==> config.mk <==
export PLATFORM = sky130hd
export DESIGN_NAME = alu_share_arbiter_flat
export DESIGN_NICKNAME = d
export VERILOG_FILES = /design/src/rtl/alu_share_arbiter_if.sv /design/src/rtl/alu_share_arbiter.sv /design/src/flat_wrapper.sv
export SDC_FILE = /design/constraint.sdc
export NUM_CORES = 1
export LEC_CHECK = 0
export BUFFER_PORTS_ARGS = -buffer_cell sky130_fd_sc_hd__buf_2
export CAP_MARGIN = 20
export CORE_AREA = 2 2 127 129
export CTS_BUF_LIST = sky130_fd_sc_hd__clkbuf_8 sky130_fd_sc_hd__clkbuf_16
export DETAILED_ROUTE_END_ITERATION = 16
export DIE_AREA = 0 0 129 131
export PLACE_DENSITY = 0.75
export SLEW_MARGIN = 20
export SYNTH_ARGS = -nofsm -noshare
export SYNTH_HDL_FRONTEND = slang
export SYNTH_SLANG_ARGS = --single-unit
export TNS_END_PERCENT = 5
==> constraint.sdc <==
create_clock -name clk -period 10 [get_ports clk]
set_clock_uncertainty 0.15 [all_clocks]
set_input_delay 2 -clock clk [delete_from_list [all_inputs] [get_ports clk]]
set_output_delay 2 -clock clk [all_outputs]
set_load 0.01 [all_outputs]
==> src/rtl/alu_share_arbiter_if.sv <==
// rtl/alu_share_arbiter_if.sv - request/response channel pair for one ALU sharing port
// Purpose: bundles one requester's request channel (operands and opcode) and
//   its response channel (result, flags, error) behind valid/ready handshakes.
// Ports (signals):
//   req_valid/req_ready   request handshake
//   req_a, req_b          operands A and B
//   req_op                {Ainv, Binv, ALUsel[2:0]}
//   rsp_valid/rsp_ready   response handshake
//   rsp_result            captured ALU result (0 on error)
//   rsp_flags             {Zero, Negative, Carryout, Overflow}
//   rsp_err               opcode was not a legal encoding
// Modports: master = requester side, slave = arbiter side.
interface alu_share_arbiter_if #(
   parameter int WIDTH = 32
);
   logic             req_valid;
   logic             req_ready;
   logic [WIDTH-1:0] req_a;
   logic [WIDTH-1:0] req_b;
   logic [4:0]       req_op;
   logic             rsp_valid;
   logic             rsp_ready;
   logic [WIDTH-1:0] rsp_result;
   logic [3:0]       rsp_flags;
   logic             rsp_err;

   modport master (
      output req_valid, req_a, req_b, req_op, rsp_ready,
      input  req_ready, rsp_valid, rsp_result, rsp_flags, rsp_err
   );

   modport slave (
      input  req_valid, req_a, req_b, req_op, rsp_ready,
      output req_ready, rsp_valid, rsp_result, rsp_flags, rsp_err
   );
endinterface

==> src/rtl/alu_share_arbiter.sv <==
// rtl/alu_share_arbiter.sv - round-robin sharing of one combinational ALU between two requesters
// Purpose: arbitrates two requesters onto a single external ALU. The granted
//   request's operands are registered, drive the ALU for one EXEC cycle, and
//   the result/flags are captured and held on the owner's response channel
//   until consumed. Illegal opcodes bypass the ALU and return err=1.
// Ports:
//   clk, rst        rising-edge clock, asynchronous active-high reset
//   port0, port1    request/response channels (slave side)
//   alu_srca/srcb   registered operands to the ALU
//   alu_ainv/binv   registered invert controls to the ALU
//   alu_sel         registered function select to the ALU
//   alu_result      ALU result
//   alu_zero, alu_negative, alu_carryout, alu_overflow   ALU flags
module alu_share_arbiter #(
   parameter int WIDTH = 32
) (
   input  logic              clk,
   input  logic              rst,
   alu_share_arbiter_if.slave port0,
   alu_share_arbiter_if.slave port1,
   output logic [WIDTH-1:0]  alu_srca,
   output logic [WIDTH-1:0]  alu_srcb,
   output logic              alu_ainv,
   output logic              alu_binv,
   output logic [2:0]        alu_sel,
   input  logic [WIDTH-1:0]  alu_result,
   input  logic              alu_zero,
   input  logic              alu_negative,
   input  logic              alu_carryout,
   input  logic              alu_overflow
);

   typedef enum logic [1:0] {
      IDLE = 2'd0,
      EXEC = 2'd1,
      RESP = 2'd2
   } state_t;

   state_t           state;
   state_t           state_nxt;

   logic             last_grant;
   logic             owner;
   logic             err_q;
   logic [WIDTH-1:0] result_q;
   logic [3:0]       flags_q;

   logic             grant0;
   logic             grant1;
   logic             accept;
   logic [WIDTH-1:0] acc_a;
   logic [WIDTH-1:0] acc_b;
   logic [4:0]       acc_op;

   function automatic logic op_legal(input logic [4:0] op);
      case (op)
         5'd0, 5'd1, 5'd2, 5'd4, 5'd5, 5'd6, 5'd7,
         5'd10, 5'd11, 5'd12, 5'd24: op_legal = 1'b1;
         default:                    op_legal = 1'b0;
      endcase
   endfunction

   always_ff @(posedge clk or posedge rst) begin
      if (rst) begin
         state <= IDLE;
      end else begin
         state <= state_nxt;
      end
   end

   // Grant decode: a lone valid port wins; on a tie the port that did not
   // win last time wins (last_grant resets to 1 so port 0 takes the first tie).
   always_comb begin
      state_nxt = state;
      grant0    = 1'b0;
      grant1    = 1'b0;
      case (state)
         IDLE: begin
            grant0 = port0.req_valid && (!port1.req_valid ||  last_grant);
            grant1 = port1.req_valid && (!port0.req_valid || !last_grant);
            if (grant0 || grant1) begin
               state_nxt = EXEC;
            end
         end
         EXEC: begin
            state_nxt = RESP;
         end
         RESP: begin
            if (owner ? port1.rsp_ready : port0.rsp_ready) begin
               state_nxt = IDLE;
            end
         end
         default: begin
            state_nxt = IDLE;
         end
      endcase
   end

   assign accept = grant0 || grant1;
   assign acc_a  = grant1 ? port1.req_a  : port0.req_a;
   assign acc_b  = grant1 ? port1.req_b  : port0.req_b;
   assign acc_op = grant1 ? port1.req_op : port0.req_op;

   // The alu_* outputs are the operand registers themselves, so the ALU only
   // sees a change when a legal op is accepted and holds still otherwise.
   always_ff @(posedge clk or posedge rst) begin
      if (rst) begin
         last_grant <= 1'b1;
         owner      <= 1'b0;
         err_q      <= 1'b0;
         result_q   <= '0;
         flags_q    <= '0;
         alu_srca   <= '0;
         alu_srcb   <= '0;
         alu_ainv   <= 1'b0;
         alu_binv   <= 1'b0;
         alu_sel    <= 3'd0;
      end else begin
         if (accept) begin
            owner      <= grant1;
            last_grant <= grant1;
            if (op_legal(acc_op)) begin
               err_q    <= 1'b0;
               alu_srca <= acc_a;
               alu_srcb <= acc_b;
               alu_ainv <= acc_op[4];
               alu_binv <= acc_op[3];
               alu_sel  <= acc_op[2:0];
            end else begin
               err_q    <= 1'b1;
               result_q <= '0;
               flags_q  <= '0;
            end
         end
         if (state == EXEC && !err_q) begin
            result_q <= alu_result;
            flags_q  <= {alu_zero, alu_negative, alu_carryout, alu_overflow};
         end
      end
   end

   assign port0.req_ready  = grant0;
   assign port1.req_ready  = grant1;

   assign port0.rsp_valid  = (state == RESP) && !owner;
   assign port1.rsp_valid  = (state == RESP) &&  owner;

   // Response payload is only presented to the port that owns the operation.
   assign port0.rsp_result = owner ? '0     : result_q;
   assign port0.rsp_flags  = owner ? 4'd0   : flags_q;
   assign port0.rsp_err    = owner ? 1'b0   : err_q;
   assign port1.rsp_result = owner ? result_q : '0;
   assign port1.rsp_flags  = owner ? flags_q  : 4'd0;
   assign port1.rsp_err    = owner ? err_q    : 1'b0;

endmodule

==> src/flat_wrapper.sv <==
// flat-port wrapper written by rule: the top's interface ports become plain ports
module alu_share_arbiter_flat 
#(
   parameter int WIDTH = 32
)
  (clk, rst, alu_srca, alu_srcb, alu_ainv, alu_binv, alu_sel, alu_result, alu_zero, alu_negative, alu_carryout, alu_overflow, port0_req_valid, port0_req_a, port0_req_b, port0_req_op, port0_rsp_ready, port0_req_ready, port0_rsp_valid, port0_rsp_result, port0_rsp_flags, port0_rsp_err, port1_req_valid, port1_req_a, port1_req_b, port1_req_op, port1_rsp_ready, port1_req_ready, port1_rsp_valid, port1_rsp_result, port1_rsp_flags, port1_rsp_err);
  alu_share_arbiter_if #(.WIDTH(WIDTH)) port0_i ();
  alu_share_arbiter_if #(.WIDTH(WIDTH)) port1_i ();
  input  logic clk;
  input  logic rst;
  output logic [WIDTH-1:0] alu_srca;
  output logic [WIDTH-1:0] alu_srcb;
  output logic alu_ainv;
  output logic alu_binv;
  output logic [2:0] alu_sel;
  input  logic [WIDTH-1:0] alu_result;
  input  logic alu_zero;
  input  logic alu_negative;
  input  logic alu_carryout;
  input  logic alu_overflow;
  input wire logic [$bits(port0_i.req_valid)-1:0] port0_req_valid;
  input wire logic [$bits(port0_i.req_a)-1:0] port0_req_a;
  input wire logic [$bits(port0_i.req_b)-1:0] port0_req_b;
  input wire logic [$bits(port0_i.req_op)-1:0] port0_req_op;
  input wire logic [$bits(port0_i.rsp_ready)-1:0] port0_rsp_ready;
  output wire logic [$bits(port0_i.req_ready)-1:0] port0_req_ready;
  output wire logic [$bits(port0_i.rsp_valid)-1:0] port0_rsp_valid;
  output wire logic [$bits(port0_i.rsp_result)-1:0] port0_rsp_result;
  output wire logic [$bits(port0_i.rsp_flags)-1:0] port0_rsp_flags;
  output wire logic [$bits(port0_i.rsp_err)-1:0] port0_rsp_err;
  input wire logic [$bits(port1_i.req_valid)-1:0] port1_req_valid;
  input wire logic [$bits(port1_i.req_a)-1:0] port1_req_a;
  input wire logic [$bits(port1_i.req_b)-1:0] port1_req_b;
  input wire logic [$bits(port1_i.req_op)-1:0] port1_req_op;
  input wire logic [$bits(port1_i.rsp_ready)-1:0] port1_rsp_ready;
  output wire logic [$bits(port1_i.req_ready)-1:0] port1_req_ready;
  output wire logic [$bits(port1_i.rsp_valid)-1:0] port1_rsp_valid;
  output wire logic [$bits(port1_i.rsp_result)-1:0] port1_rsp_result;
  output wire logic [$bits(port1_i.rsp_flags)-1:0] port1_rsp_flags;
  output wire logic [$bits(port1_i.rsp_err)-1:0] port1_rsp_err;
  assign port0_i.req_valid = port0_req_valid;
  assign port0_i.req_a = port0_req_a;
  assign port0_i.req_b = port0_req_b;
  assign port0_i.req_op = port0_req_op;
  assign port0_i.rsp_ready = port0_rsp_ready;
  assign port0_req_ready = port0_i.req_ready;
  assign port0_rsp_valid = port0_i.rsp_valid;
  assign port0_rsp_result = port0_i.rsp_result;
  assign port0_rsp_flags = port0_i.rsp_flags;
  assign port0_rsp_err = port0_i.rsp_err;
  assign port1_i.req_valid = port1_req_valid;
  assign port1_i.req_a = port1_req_a;
  assign port1_i.req_b = port1_req_b;
  assign port1_i.req_op = port1_req_op;
  assign port1_i.rsp_ready = port1_rsp_ready;
  assign port1_req_ready = port1_i.req_ready;
  assign port1_rsp_valid = port1_i.rsp_valid;
  assign port1_rsp_result = port1_i.rsp_result;
  assign port1_rsp_flags = port1_i.rsp_flags;
  assign port1_rsp_err = port1_i.rsp_err;
  alu_share_arbiter #(.WIDTH(WIDTH)) u_core (.clk(clk), .rst(rst), .port0(port0_i), .port1(port1_i), .alu_srca(alu_srca), .alu_srcb(alu_srcb), .alu_ainv(alu_ainv), .alu_binv(alu_binv), .alu_sel(alu_sel), .alu_result(alu_result), .alu_zero(alu_zero), .alu_negative(alu_negative), .alu_carryout(alu_carryout), .alu_overflow(alu_overflow));
endmodule
Yosys cells after proc, flatten, opt, wreduce, memory -nomap -nowiden
Memories as Yosys holds them, arrays and structs flattened.
Index checks and enable logic that the tools add are counted.
Storage, ports and cells
  bits in registers: 110
  bits in latches: 0
  RAM bits: 0
  memory bits (read-only): 32
  bits of input ports: 180
  output and inout port bits: 147
  word-level logic and storage cells: 59
  memories: 1
Memory list
  (name not given): depth 32, bits a word 1, read ports 1, clocked after memory_dff 0, write ports 0, line alu_share_arbiter.sv:56  | case (op)
Operators by class
  add/subtract/negate cells: 0
  $mul: 0
  divide/modulo/power cells: 0
  magnitude comparators: 0
  equal/unequal tests: 5
  shifts and indexed selects: 0
  multiplexer cells: 23
  bitwise operators: 0
  reduce and logical (&&, ||, !) cells: 19
Operators with widths (count)
  2-to-1 mux 32 bit: 7
  2-to-1 mux 4 bit: 5
  2-to-1 mux 1 bit: 7
  one-hot mux 2 bit (3 select lines): 1
  AND reduction 2 bit: 3
  logical AND 1 bit: 5
  zero test 1 bit: 5
  2-to-1 mux 5 bit: 1
  logical OR 1 bit: 4
  2-to-1 mux 2 bit: 2
  != test 2 x 1 -> 1 bit (second input constant): 2
  equality test 2 x 1 -> 1 bit (second input constant): 1
  equality test 2 bit (second input constant): 1
  zero test 2 bit: 1
  != test 2 bit (second input constant): 1
  nonzero test 2 bit: 1

Depth between registers and ports, before layout
Gate-level depths: netlist of the first run.
An unclocked memory read counts as a cell.
  depth after elaboration: 10
  depth in mapped cells: 8

Worst setup path before layout of the first run
No wires, ideal clock.
  path type: input port to output port
  from: in port0_req_valid
  to: out port1_req_ready
  data arrival time: 2.646 ns
  data required time: 7.850 ns
  slack: 5.204 ns
  stages on the path: 4
  cells stage by stage: nand2_1 > nand3_4 > inv_2 > clkbuf_1
On the way
  longest elaborated chain between the ends: 4
RTL lines
  from (decl): line flat_wrapper.sv:21  | input wire logic [$bits(port0_i.req_valid)-1:0] port0_req_valid;
  zero test 1 bit: line alu_share_arbiter.sv:80  | grant1 = port1.req_valid && (!port0.req_valid || !last_grant);
  logical OR 1 bit: line alu_share_arbiter.sv:80
  logical AND 1 bit: line alu_share_arbiter.sv:80
  2-to-1 mux 1 bit: line alu_share_arbiter.sv:77  | case (state)
  to (decl): line flat_wrapper.sv:36  | output wire logic [$bits(port1_i.req_ready)-1:0] port1_req_ready;
No other way between the ends.

Final worst setup path of the first run
Same ends and word-level chain as after synthesis.

==> impl_results.html, run 1 <==
<table>
<tr><th>Metric</th><th>Value</th></tr>
<tr><th colspan="2">Clock network</th></tr>
<tr><td>Post CTS Setup Buffer Count</td><td>0</td></tr>
<tr><td>Clock Root Buffer</td><td>sky130_fd_sc_hd__clkbuf_16</td></tr>
<tr><td>Clock slew at the register clock pins of the worst setup and hold paths</td><td>0.07 ns</td></tr>
<tr><td>Level count of the clock H-tree</td><td>3</td></tr>
<tr><td>Resized cells post-CTS</td><td>0</td></tr>
<tr><td>Post-cts hold buffer count</td><td>0</td></tr>
<tr><td>CTS tree</td><td>built</td></tr>
<tr><td>Insertion delay of the later-clocked pin in the worst-skew pair</td><td>approximately 0.35 ns</td></tr>
<tr><td>Total CTS buffers</td><td>9</td></tr>
<tr><td>Worst-case clock buffer depth</td><td>2</td></tr>
<tr><td>Count of clock tree sinks</td><td>110</td></tr>
<tr><th colspan="2">Drt</th></tr>
<tr><td>Final antenna-violating net count</td><td>0</td></tr>
<tr><td>Iteration-0 DRC count of the detailed router</td><td>176</td></tr>
<tr><td>Via Count</td><td>5,354</td></tr>
<tr><td>Number of detailed-routing iterations run before antenna repair</td><td>4</td></tr>
<tr><td>Routed wire length per instance</td><td>between 10 and 15 um</td></tr>
<tr><td>Post-detailed-route DRC marker count</td><td>0</td></tr>
<tr><td>Total wirelength of the detailed-routed design</td><td>16,400 um</td></tr>
<tr><td>Routed vias/inst</td><td>4.57</td></tr>
<tr><th colspan="2">STA</th></tr>
<tr><td>Number of failing setup endpoints in the final timing report</td><td>0</td></tr>
<tr><td>Pins Over Slew Limit</td><td>0</td></tr>
<tr><td>Max frequency</td><td>167 MHz</td></tr>
<tr><td>Unrepaired setup endpoints after global routing</td><td>false</td></tr>
<tr><td>Final sum of negative setup slack</td><td>0 ns</td></tr>
<tr><td>Fin crit period</td><td>roughly 6.0 ns</td></tr>
<tr><td>Final-report hold violation count</td><td>0</td></tr>
<tr><td>Fin crit share</td><td>60.0%</td></tr>
<tr><td>Slew at the pin closest to its max-slew limit</td><td>between 1 and 1.5 ns</td></tr>
<tr><td>Slew HR</td><td>32.4%</td></tr>
<tr><td>Worst hold slack</td><td>0.352 ns</td></tr>
<tr><th colspan="2">Power</th></tr>
<tr><td>Net switching power</td><td>0.869 mW</td></tr>
<tr><td>Internal Power</td><td>1.37 mW</td></tr>
<tr><td>Power consumption</td><td>2.24 mW</td></tr>
<tr><td>PwrDens</td><td>287 mW/mm^2</td></tr>
<tr><td>Maximum vdd drop</td><td>roughly 0.14 mV</td></tr>
<tr><td>Leak</td><td>4.30 nW</td></tr>
<tr><td>Register share of total power</td><td>36.7%</td></tr>
<tr><td>Switching share of total power</td><td>roughly two fifths</td></tr>
<tr><td>Clock power frac</td><td>between 10% and 20%</td></tr>
<tr><td>Comb power frac</td><td>around 47%</td></tr>
<tr><th colspan="2">Logic synthesis</th></tr>
<tr><td>Nets in the synthesized netlist</td><td>829</td></tr>
<tr><td>Number of enable flip-flop cells after synthesis</td><td>0</td></tr>
<tr><td>Cell count after synthesis</td><td>649</td></tr>
<tr><td>Sequential area share after synthesis</td><td>47.7%</td></tr>
<tr><td>Area contributors post-synth</td><td>sky130_fd_sc_hd__dfrtp_1 (47%), sky130_fd_sc_hd__nand2_1 (18%), sky130_fd_sc_hd__mux2_2 (9.5%)</td></tr>
<tr><td>Post-synth top cells</td><td>sky130_fd_sc_hd__nand2_1 (281), sky130_fd_sc_hd__dfrtp_1 (109), sky130_fd_sc_hd__mux2_2 (49)</td></tr>
<tr><td>Post-Syn Area</td><td>about 0.0058 mm^2</td></tr>
<tr><td>Synth async-reset ratio</td><td>100%</td></tr>
<tr><td>Yosys Warn Count</td><td>0</td></tr>
<tr><td>Synth Flop Type</td><td>sky130_fd_sc_hd__dfrtp_1</td></tr>
<tr><td>Count of state elements after synthesis</td><td>110</td></tr>
<tr><td>Mean post-synth cell area</td><td>roughly 8.9 um^2</td></tr>
<tr><td>Number of distinct library cell variants in the gate-level netlist after synthesis</td><td>34</td></tr>
<tr><td>Most repeated cell in the gate-level netlist after synthesis</td><td>sky130_fd_sc_hd__nand2_1</td></tr>
<tr><td>Share of the synthesized area in the top cell type</td><td>47.2%</td></tr>
<tr><td>Yosys top cell by area</td><td>sky130_fd_sc_hd__dfrtp_1</td></tr>
<tr><th colspan="2">GRT</th></tr>
<tr><td>Global-route met3 utilization</td><td>5.17%</td></tr>
<tr><td>Largest net degree at the start of global routing</td><td>a little under 80</td></tr>
<tr><td>Overall global routing resource usage</td><td>18.9%</td></tr>
<tr><td>Antenna violations before repair</td><td>2</td></tr>
<tr><td>Aggregate global routing overflow</td><td>0</td></tr>
<tr><td>Wire length of the first global-routing pass</td><td>24,800 um</td></tr>
<tr><td>Met2 GRT Util</td><td>33.1%</td></tr>
<tr><td>Most used routing layer in global routing</td><td>met2</td></tr>
<tr><td>Global routing met1 resource utilization</td><td>22.0%</td></tr>
<tr><td>Vias in the first global route</td><td>4,924</td></tr>
<tr><th colspan="2">Critical path</th></tr>
<tr><td>Most common cell type on the critical path</td><td>sky130_fd_sc_hd__buf_2</td></tr>
<tr><td>Cell-by-cell trace of the critical path</td><td>buf_2 -&gt; nand2_1 -&gt; nand3_4 -&gt; inv_2 -&gt; buf_4 -&gt; buf_2</td></tr>
<tr><td>Kind of start point of the critical path</td><td>input pin</td></tr>
<tr><td>Required time of the critical path</td><td>between 7 and 8 ns</td></tr>
<tr><td>Setup Crit Path Kind</td><td>input pin to output port</td></tr>
<tr><td>Worst path top cell family by delay</td><td>buffers and inverters</td></tr>
<tr><td>Maximum single-stage delay on the critical path</td><td>0.61 ns</td></tr>
<tr><td>Buffers and inverters on the worst path</td><td>4</td></tr>
<tr><td>Worst Path Arrival</td><td>3.85 ns</td></tr>
<tr><td>Setup crit end kind</td><td>output port</td></tr>
<tr><td>CP Max Fanout</td><td>between 70 and 80</td></tr>
<tr><td>Slowest-stage cell, CP</td><td>sky130_fd_sc_hd__nand3_4</td></tr>
<tr><th colspan="2">Floorplanning</th></tr>
<tr><td>Floorplan row count</td><td>46</td></tr>
<tr><td>Vert. Die Dim</td><td>131 um</td></tr>
<tr><td>Placeable Area</td><td>0.0156 mm^2</td></tr>
<tr><td>Initial Utilization</td><td>37.1%</td></tr>
<tr><td>Num ports</td><td>327</td></tr>
<tr><td>Die extent in x</td><td>129 um</td></tr>
<tr><td>Total Die Area</td><td>0.0169 mm^2</td></tr>
<tr><th colspan="2">Layout</th></tr>
<tr><td>Final-layout fill cell count</td><td>1,534</td></tr>
<tr><td>Area Overhead vs Synth</td><td>35.2%</td></tr>
<tr><td>Share of layout cells above drive strength 1</td><td>44.5%</td></tr>
<tr><td>Number of nets in the final layout</td><td>1,129</td></tr>
<tr><th colspan="2">Place</th></tr>
<tr><td>Quantity of I/O buffers inserted on ports</td><td>326</td></tr>
<tr><td>HPWL after DPL</td><td>12,200 um</td></tr>
<tr><td>Final Wtd Congestion</td><td>around 0.74</td></tr>
<tr><th colspan="2">Hold path</th></tr>
<tr><td>Class of the most critical hold timing path</td><td>register to register</td></tr>
<tr><th colspan="2">Job</th></tr>
<tr><td>Number of max-cap violations</td><td>0</td></tr>
<tr><th colspan="2">Status</th></tr>
<tr><td>Run status</td><td>complete, no violations</td></tr>
</table>
## cell families after synthesis
family	count (synthesis)	share of synthesized area, %
flip-flops	110	47.7
multiplexers	69	14.7
buffers and inverters	45	4.01
AO/OA/AOI/OAI	49	4.70
AND/OR/NAND/NOR	376	28.9
## power by group through the flow
stage               Combinational [mW]  Sequential (mW)  Clock, mW
global route                      1.17            0.857      0.395
CTS                               1.08            0.826      0.378
global placement                  1.05            0.820          0
finish                            1.05            0.823      0.365
floorplan                        0.668            0.843          0
detailed placement                1.08            0.829          0
## cell type report
class	count	area [um^2]	share of cell area [%]
Antenna cell	2	5.00	0.0640
Clock inverter	6	61.3	0.785
Multi-Input combinational cell	494	2810	35.9
Clock buffer	10	239	3.06
Sequential cell	110	2760	35.3
Inverter	5	21.3	0.272
Tap cell	216	270	3.46
Timing Repair Buffer	329	1650	21.2
## per-stage QoR
stage | worst slack [ns] | utilization, % | std cells | area (um^2)
after detailed placement | 3.91 | 48.1 | 1154 | 7510
after CTS | 3.89 | 50.1 | 1170 | 7810
final | 4.00 | 50.1 | 1172 | 7820
after global routing | 3.73 | 50.1 | 1172 | 7820
after floorplan | 4.95 | - | 649 | 5780
after global placement | 3.93 | 48.1 | 1154 | 7510
## placed cells by master, fill, tap and decap left out, types with 2 or more instances in the layout
master                      netlist  layout
sky130_fd_sc_hd__mux2_4          20      20
sky130_fd_sc_hd__clkbuf_16        0       9
sky130_fd_sc_hd__nand2b_1         5       5
sky130_fd_sc_hd__diode_2          0       2
sky130_fd_sc_hd__nor2b_1         37      37
sky130_fd_sc_hd__dfrtp_1        109     108
sky130_fd_sc_hd__mux2_2          49      49
sky130_fd_sc_hd__buf_4            4       3
sky130_fd_sc_hd__or3b_1           2       2
sky130_fd_sc_hd__buf_2            0     326
sky130_fd_sc_hd__and2_1          37      37
sky130_fd_sc_hd__nor2_1           4       3
sky130_fd_sc_hd__nand2_1        281     281
sky130_fd_sc_hd__o21ai_0          3       3
sky130_fd_sc_hd__inv_1            4       4
sky130_fd_sc_hd__clkinv_2         0       2
sky130_fd_sc_hd__a21oi_1         40      40
## sequential cells by signal, indices dropped and copies added, names as in the netlist
name,flops
u_core.alu_ainv,1
u_core.result_q,32
u_core.owner,1
u_core.alu_binv,1
u_core.err_q,1
u_core.state,2
u_core.flags_q,4
u_core.last_grant,1
u_core.alu_srca,32
u_core.alu_sel,3
u_core.alu_srcb,32
## worst reg2reg max path, stage by stage (launching register included)
cell and delay [ns]:
sky130_fd_sc_hd__dfrtp_1 0.41, sky130_fd_sc_hd__nor2_4 0.20, sky130_fd_sc_hd__nand3_4 0.63, sky130_fd_sc_hd__nand3_1 0.46, sky130_fd_sc_hd__and3_4 0.90, sky130_fd_sc_hd__mux2_2 0.48
## layer usage
metal | wire length [um] | share of wire [%]
met5 | 0 | 0
met4 | 343 | 2.1
met3 | 1310 | 8.0
met2 | 8250 | 50
met1 | 6450 | 39
## path summary, 6_finish.rpt
| check | startpoint | to | slack, ns | depth (start not counted) |
|---|---|---|---|---|
| setup / recovery | port0_req_valid | port1_req_ready | 4.00 | 6 |
| hold / removal | u_core.alu_ainv$_DFFE_PP0P_ | u_core.alu_ainv$_DFFE_PP0P_ | 0.35 | 1 |
| setup reg to reg | u_core.state[0]$_DFFE_PP0P_ | u_core.alu_srcb[24]$_DFFE_PP0P_ | 6.66 | 5 |
| hold reg to reg | u_core.alu_ainv$_DFFE_PP0P_ | u_core.alu_ainv$_DFFE_PP0P_ | 0.35 | 1 |
| max in group asynchronous | rst | u_core.alu_srcb[2]$_DFFE_PP0P_ | 6.89 | 3 |
| min in group asynchronous | rst | u_core.result_q[7]$_DFFE_PP0P_ | 1.59 | 2 |
Power figures use the tool's default switching activity.
==> run 2, diff against run 1 <==
--- a/config.mk
+++ b/config.mk
@@ -11,7 +11,7 @@
 export CTS_BUF_LIST = sky130_fd_sc_hd__clkbuf_8 sky130_fd_sc_hd__clkbuf_16
 export DETAILED_ROUTE_END_ITERATION = 16
 export DIE_AREA = 0 0 129 131
-export PLACE_DENSITY = 0.75
+export PLACE_DENSITY = 0.78
 export SLEW_MARGIN = 20
 export SYNTH_ARGS = -nofsm -noshare
 export SYNTH_HDL_FRONTEND = slang
==> constraint.sdc (replaced) <==
create_clock -name clk -period 4.9 [get_ports clk]
set_clock_uncertainty 0.15 [all_clocks]
set_input_delay 0.98 -clock clk [delete_from_list [all_inputs] [get_ports clk]]
set_output_delay 0.98 -clock clk [all_outputs]
set_load 0.01 [all_outputs]
==> impl_results.html, run 2 (same netlist as run 1, synthesis figures left out) <==
<table>
<tr><th>Metric</th><th>Value</th></tr>
<tr><th colspan="2">Status</th></tr>
<tr><td>Run status</td><td>complete, no violations</td></tr>
<tr><th colspan="2">Drt</th></tr>
<tr><td>Total wirelength of the detailed-routed design</td><td>16,000 um</td></tr>
<tr><td>Iteration-0 DRC count of the detailed router</td><td>about 160</td></tr>
<tr><td>Routed vias/inst</td><td>4.58</td></tr>
<tr><td>Routed wire length per instance</td><td>13.6 um</td></tr>
<tr><td>Via Count</td><td>around 5,400</td></tr>
<tr><td>Post-detailed-route DRC marker count</td><td>0</td></tr>
<tr><td>Number of detailed-routing iterations run before antenna repair</td><td>6</td></tr>
<tr><td>Final antenna-violating net count</td><td>0</td></tr>
<tr><th colspan="2">Place</th></tr>
<tr><td>Final Wtd Congestion</td><td>0.786</td></tr>
<tr><td>Pre-CTS setup slack</td><td>1.27 ns</td></tr>
<tr><td>Quantity of I/O buffers inserted on ports</td><td>326</td></tr>
<tr><td>HPWL after DPL</td><td>roughly 12,000 um</td></tr>
<tr><td>Post-detailed-placement cell area</td><td>between 0.007 and 0.008 mm^2</td></tr>
<tr><td>Placed Instances</td><td>1,155</td></tr>
<tr><th colspan="2">Layout</th></tr>
<tr><td>Final cell count without fillers</td><td>1,174</td></tr>
<tr><td>Most common library cell in the layout ignoring fill and taps</td><td>sky130_fd_sc_hd__buf_2</td></tr>
<tr><td>Number of nets in the final layout</td><td>between 1,000 and 1,500</td></tr>
<tr><td>Area Overhead vs Synth</td><td>35.5%</td></tr>
<tr><td>Regs by FF count</td><td>u_core.alu_srca (32), u_core.alu_srcb (32), u_core.result_q (32)</td></tr>
<tr><td>Post-route cell area</td><td>0.00783 mm^2</td></tr>
<tr><td>Most frequent cells in the layout</td><td>sky130_fd_sc_hd__buf_2 (326), sky130_fd_sc_hd__nand2_1 (281), sky130_fd_sc_hd__dfrtp_1 (108)</td></tr>
<tr><td>Share of layout cells above drive strength 1</td><td>~45%</td></tr>
<tr><th colspan="2">Critical path</th></tr>
<tr><td>Slowest-stage cell, CP</td><td>sky130_fd_sc_hd__buf_4</td></tr>
<tr><td>Most common cell type on the critical path</td><td>sky130_fd_sc_hd__buf_2</td></tr>
<tr><td>Number of cells on the worst reg-to-reg path</td><td>5</td></tr>
<tr><td>Kind of start point of the critical path</td><td>input pin</td></tr>
<tr><td>Worst Path Arrival</td><td>2.14 ns</td></tr>
<tr><td>Setup Crit Path Kind</td><td>input pin to output port</td></tr>
<tr><td>Required time of the critical path</td><td>about 3.8 ns</td></tr>
<tr><td>Maximum single-stage delay on the critical path</td><td>0.48 ns</td></tr>
<tr><td>Setup crit end kind</td><td>output port</td></tr>
<tr><td>CP Max Fanout</td><td>48</td></tr>
<tr><td>Cell-by-cell trace of the critical path</td><td>buf_2 -&gt; nand2_1 -&gt; nand3_4 -&gt; buf_4 -&gt; inv_2 -&gt; buf_2</td></tr>
<tr><th colspan="2">Clock network</th></tr>
<tr><td>Resized cells post-CTS</td><td>0</td></tr>
<tr><td>CTS tree</td><td>built</td></tr>
<tr><td>Post CTS Setup Buffer Count</td><td>0</td></tr>
<tr><td>Worst-case clock buffer depth</td><td>2</td></tr>
<tr><td>Insertion delay of the later-clocked pin in the worst-skew pair</td><td>0.34 ns</td></tr>
<tr><td>Total CTS buffers</td><td>9</td></tr>
<tr><td>Level count of the clock H-tree</td><td>3</td></tr>
<tr><td>Count of clock tree sinks</td><td>110</td></tr>
<tr><td>Post-cts hold buffer count</td><td>0</td></tr>
<tr><td>Clock Root Buffer</td><td>sky130_fd_sc_hd__clkbuf_16</td></tr>
<tr><td>Clock slew at the register clock pins of the worst setup and hold paths</td><td>0.08 ns</td></tr>
<tr><th colspan="2">Hold path</th></tr>
<tr><td>Class of the most critical hold timing path</td><td>register to register</td></tr>
<tr><td>Hold path cells</td><td>1</td></tr>
<tr><th colspan="2">GRT</th></tr>
<tr><td>Vias in the first global route</td><td>~4,800</td></tr>
<tr><td>Largest net degree at the start of global routing</td><td>78</td></tr>
<tr><td>Overall global routing resource usage</td><td>18.1%</td></tr>
<tr><td>Wire length of the first global-routing pass</td><td>approximately 24,000 um</td></tr>
<tr><td>Aggregate global routing overflow</td><td>0</td></tr>
<tr><td>Antenna violations before repair</td><td>4</td></tr>
<tr><th colspan="2">Floorplanning</th></tr>
<tr><td>Vert. Die Dim</td><td>131 um</td></tr>
<tr><td>Floorplan row count</td><td>46</td></tr>
<tr><td>Placeable Area</td><td>0.0156 mm^2</td></tr>
<tr><td>Initial Utilization</td><td>between 30% and 40%</td></tr>
<tr><td>Die extent in x</td><td>129 um</td></tr>
<tr><td>Num ports</td><td>roughly 330</td></tr>
<tr><td>Total Die Area</td><td>0.0169 mm^2</td></tr>
<tr><th colspan="2">Job</th></tr>
<tr><td>Number of max-cap violations</td><td>0</td></tr>
<tr><th colspan="2">STA</th></tr>
<tr><td>Fin crit share</td><td>between 60% and 70%</td></tr>
<tr><td>Max frequency</td><td>306 MHz</td></tr>
<tr><td>Slew HR</td><td>31.2%</td></tr>
<tr><td>Number of failing setup endpoints in the final timing report</td><td>0</td></tr>
<tr><td>Least setup slack across all paths after layout</td><td>around 1.6 ns</td></tr>
<tr><td>Pins Over Slew Limit</td><td>0</td></tr>
<tr><td>Final-report hold violation count</td><td>0</td></tr>
<tr><td>Fin crit period</td><td>3.27 ns</td></tr>
<tr><td>Unrepaired setup endpoints after global routing</td><td>false</td></tr>
<tr><td>Slew at the pin closest to its max-slew limit</td><td>1.03 ns</td></tr>
<tr><td>Final sum of negative setup slack</td><td>0 ns</td></tr>
<tr><th colspan="2">Power</th></tr>
<tr><td>Power consumption</td><td>~4.6 mW</td></tr>
<tr><td>PwrDens</td><td>~590 mW/mm^2</td></tr>
<tr><td>Leak</td><td>4.30 nW</td></tr>
<tr><td>Maximum vdd drop</td><td>about 0.28 mV</td></tr>
</table>
run 2: cell count changes in the layout (fill, tap and decap cells not counted), sizes merged:
cell / change
clkbuf: +2
clkinv: -1
bufinv: -1
buf: +1
diode: +1
run 2: report_power, final:
group	internal, mW	switching, mW	total, mW
logic	1.04	1.11	2.15
registers	1.35	0.333	1.69
clock network	0.395	0.350	0.745
total	2.79	1.79	4.58
run 2: area by class of cell:
class / count / area [um^2]
antenna: 3 / 7.51
clock buffer: 12 / 267
clock inverter: 4 / 37.5
fill: 1524 / 7770
inverter: 5 / 21.3
multi-input combinational: 494 / 2810
sequential: 110 / 2760
tap: 216 / 270
timing repair buffer: 330 / 1660
run 2: per-layer routing:
metal	global-route usage (%)	vias up	wire, um
met5	0	-	11
met4	7.74	2	410
met3	5.09	29	1290
met2	30.7	223	7670
met1	21.6	2459	6640
li1	-	2669	-
run 2: critical path: cells and delay by family:
| kind | cells | cell delay [ns] |
|---|---|---|
| simple gates | 2 | 0.35 |
| buf+inv | 4 | 0.80 |
run 2: final timing paths:
| path | startpoint | to | slack (ns) |
|---|---|---|---|
| worst max-delay path | port0_req_valid | port1_req_ready | 1.63 |
| worst min-delay path | u_core.alu_srcb[22]$_DFFE_PP0P_ | u_core.alu_srcb[22]$_DFFE_PP0P_ | 0.36 |
| worst max register to register | u_core.state[0]$_DFFE_PP0P_ | u_core.alu_srca[20]$_DFFE_PP0P_ | 2.13 |
| worst min register to register | u_core.alu_srcb[22]$_DFFE_PP0P_ | u_core.alu_srcb[22]$_DFFE_PP0P_ | 0.36 |
| max in group asynchronous | rst | u_core.alu_srcb[25]$_DFFE_PP0P_ | 2.85 |
| min in group asynchronous | rst | u_core.result_q[7]$_DFFE_PP0P_ | 0.65 |
run 2: metrics by stage:
stage	hold WS (ns)	utilization, %
after floorplan	0.344	-
after global placement	0.336	48.2
after detailed placement	0.339	48.2
after CTS	0.358	50.1
after global routing	0.370	50.2
final	0.355	50.2
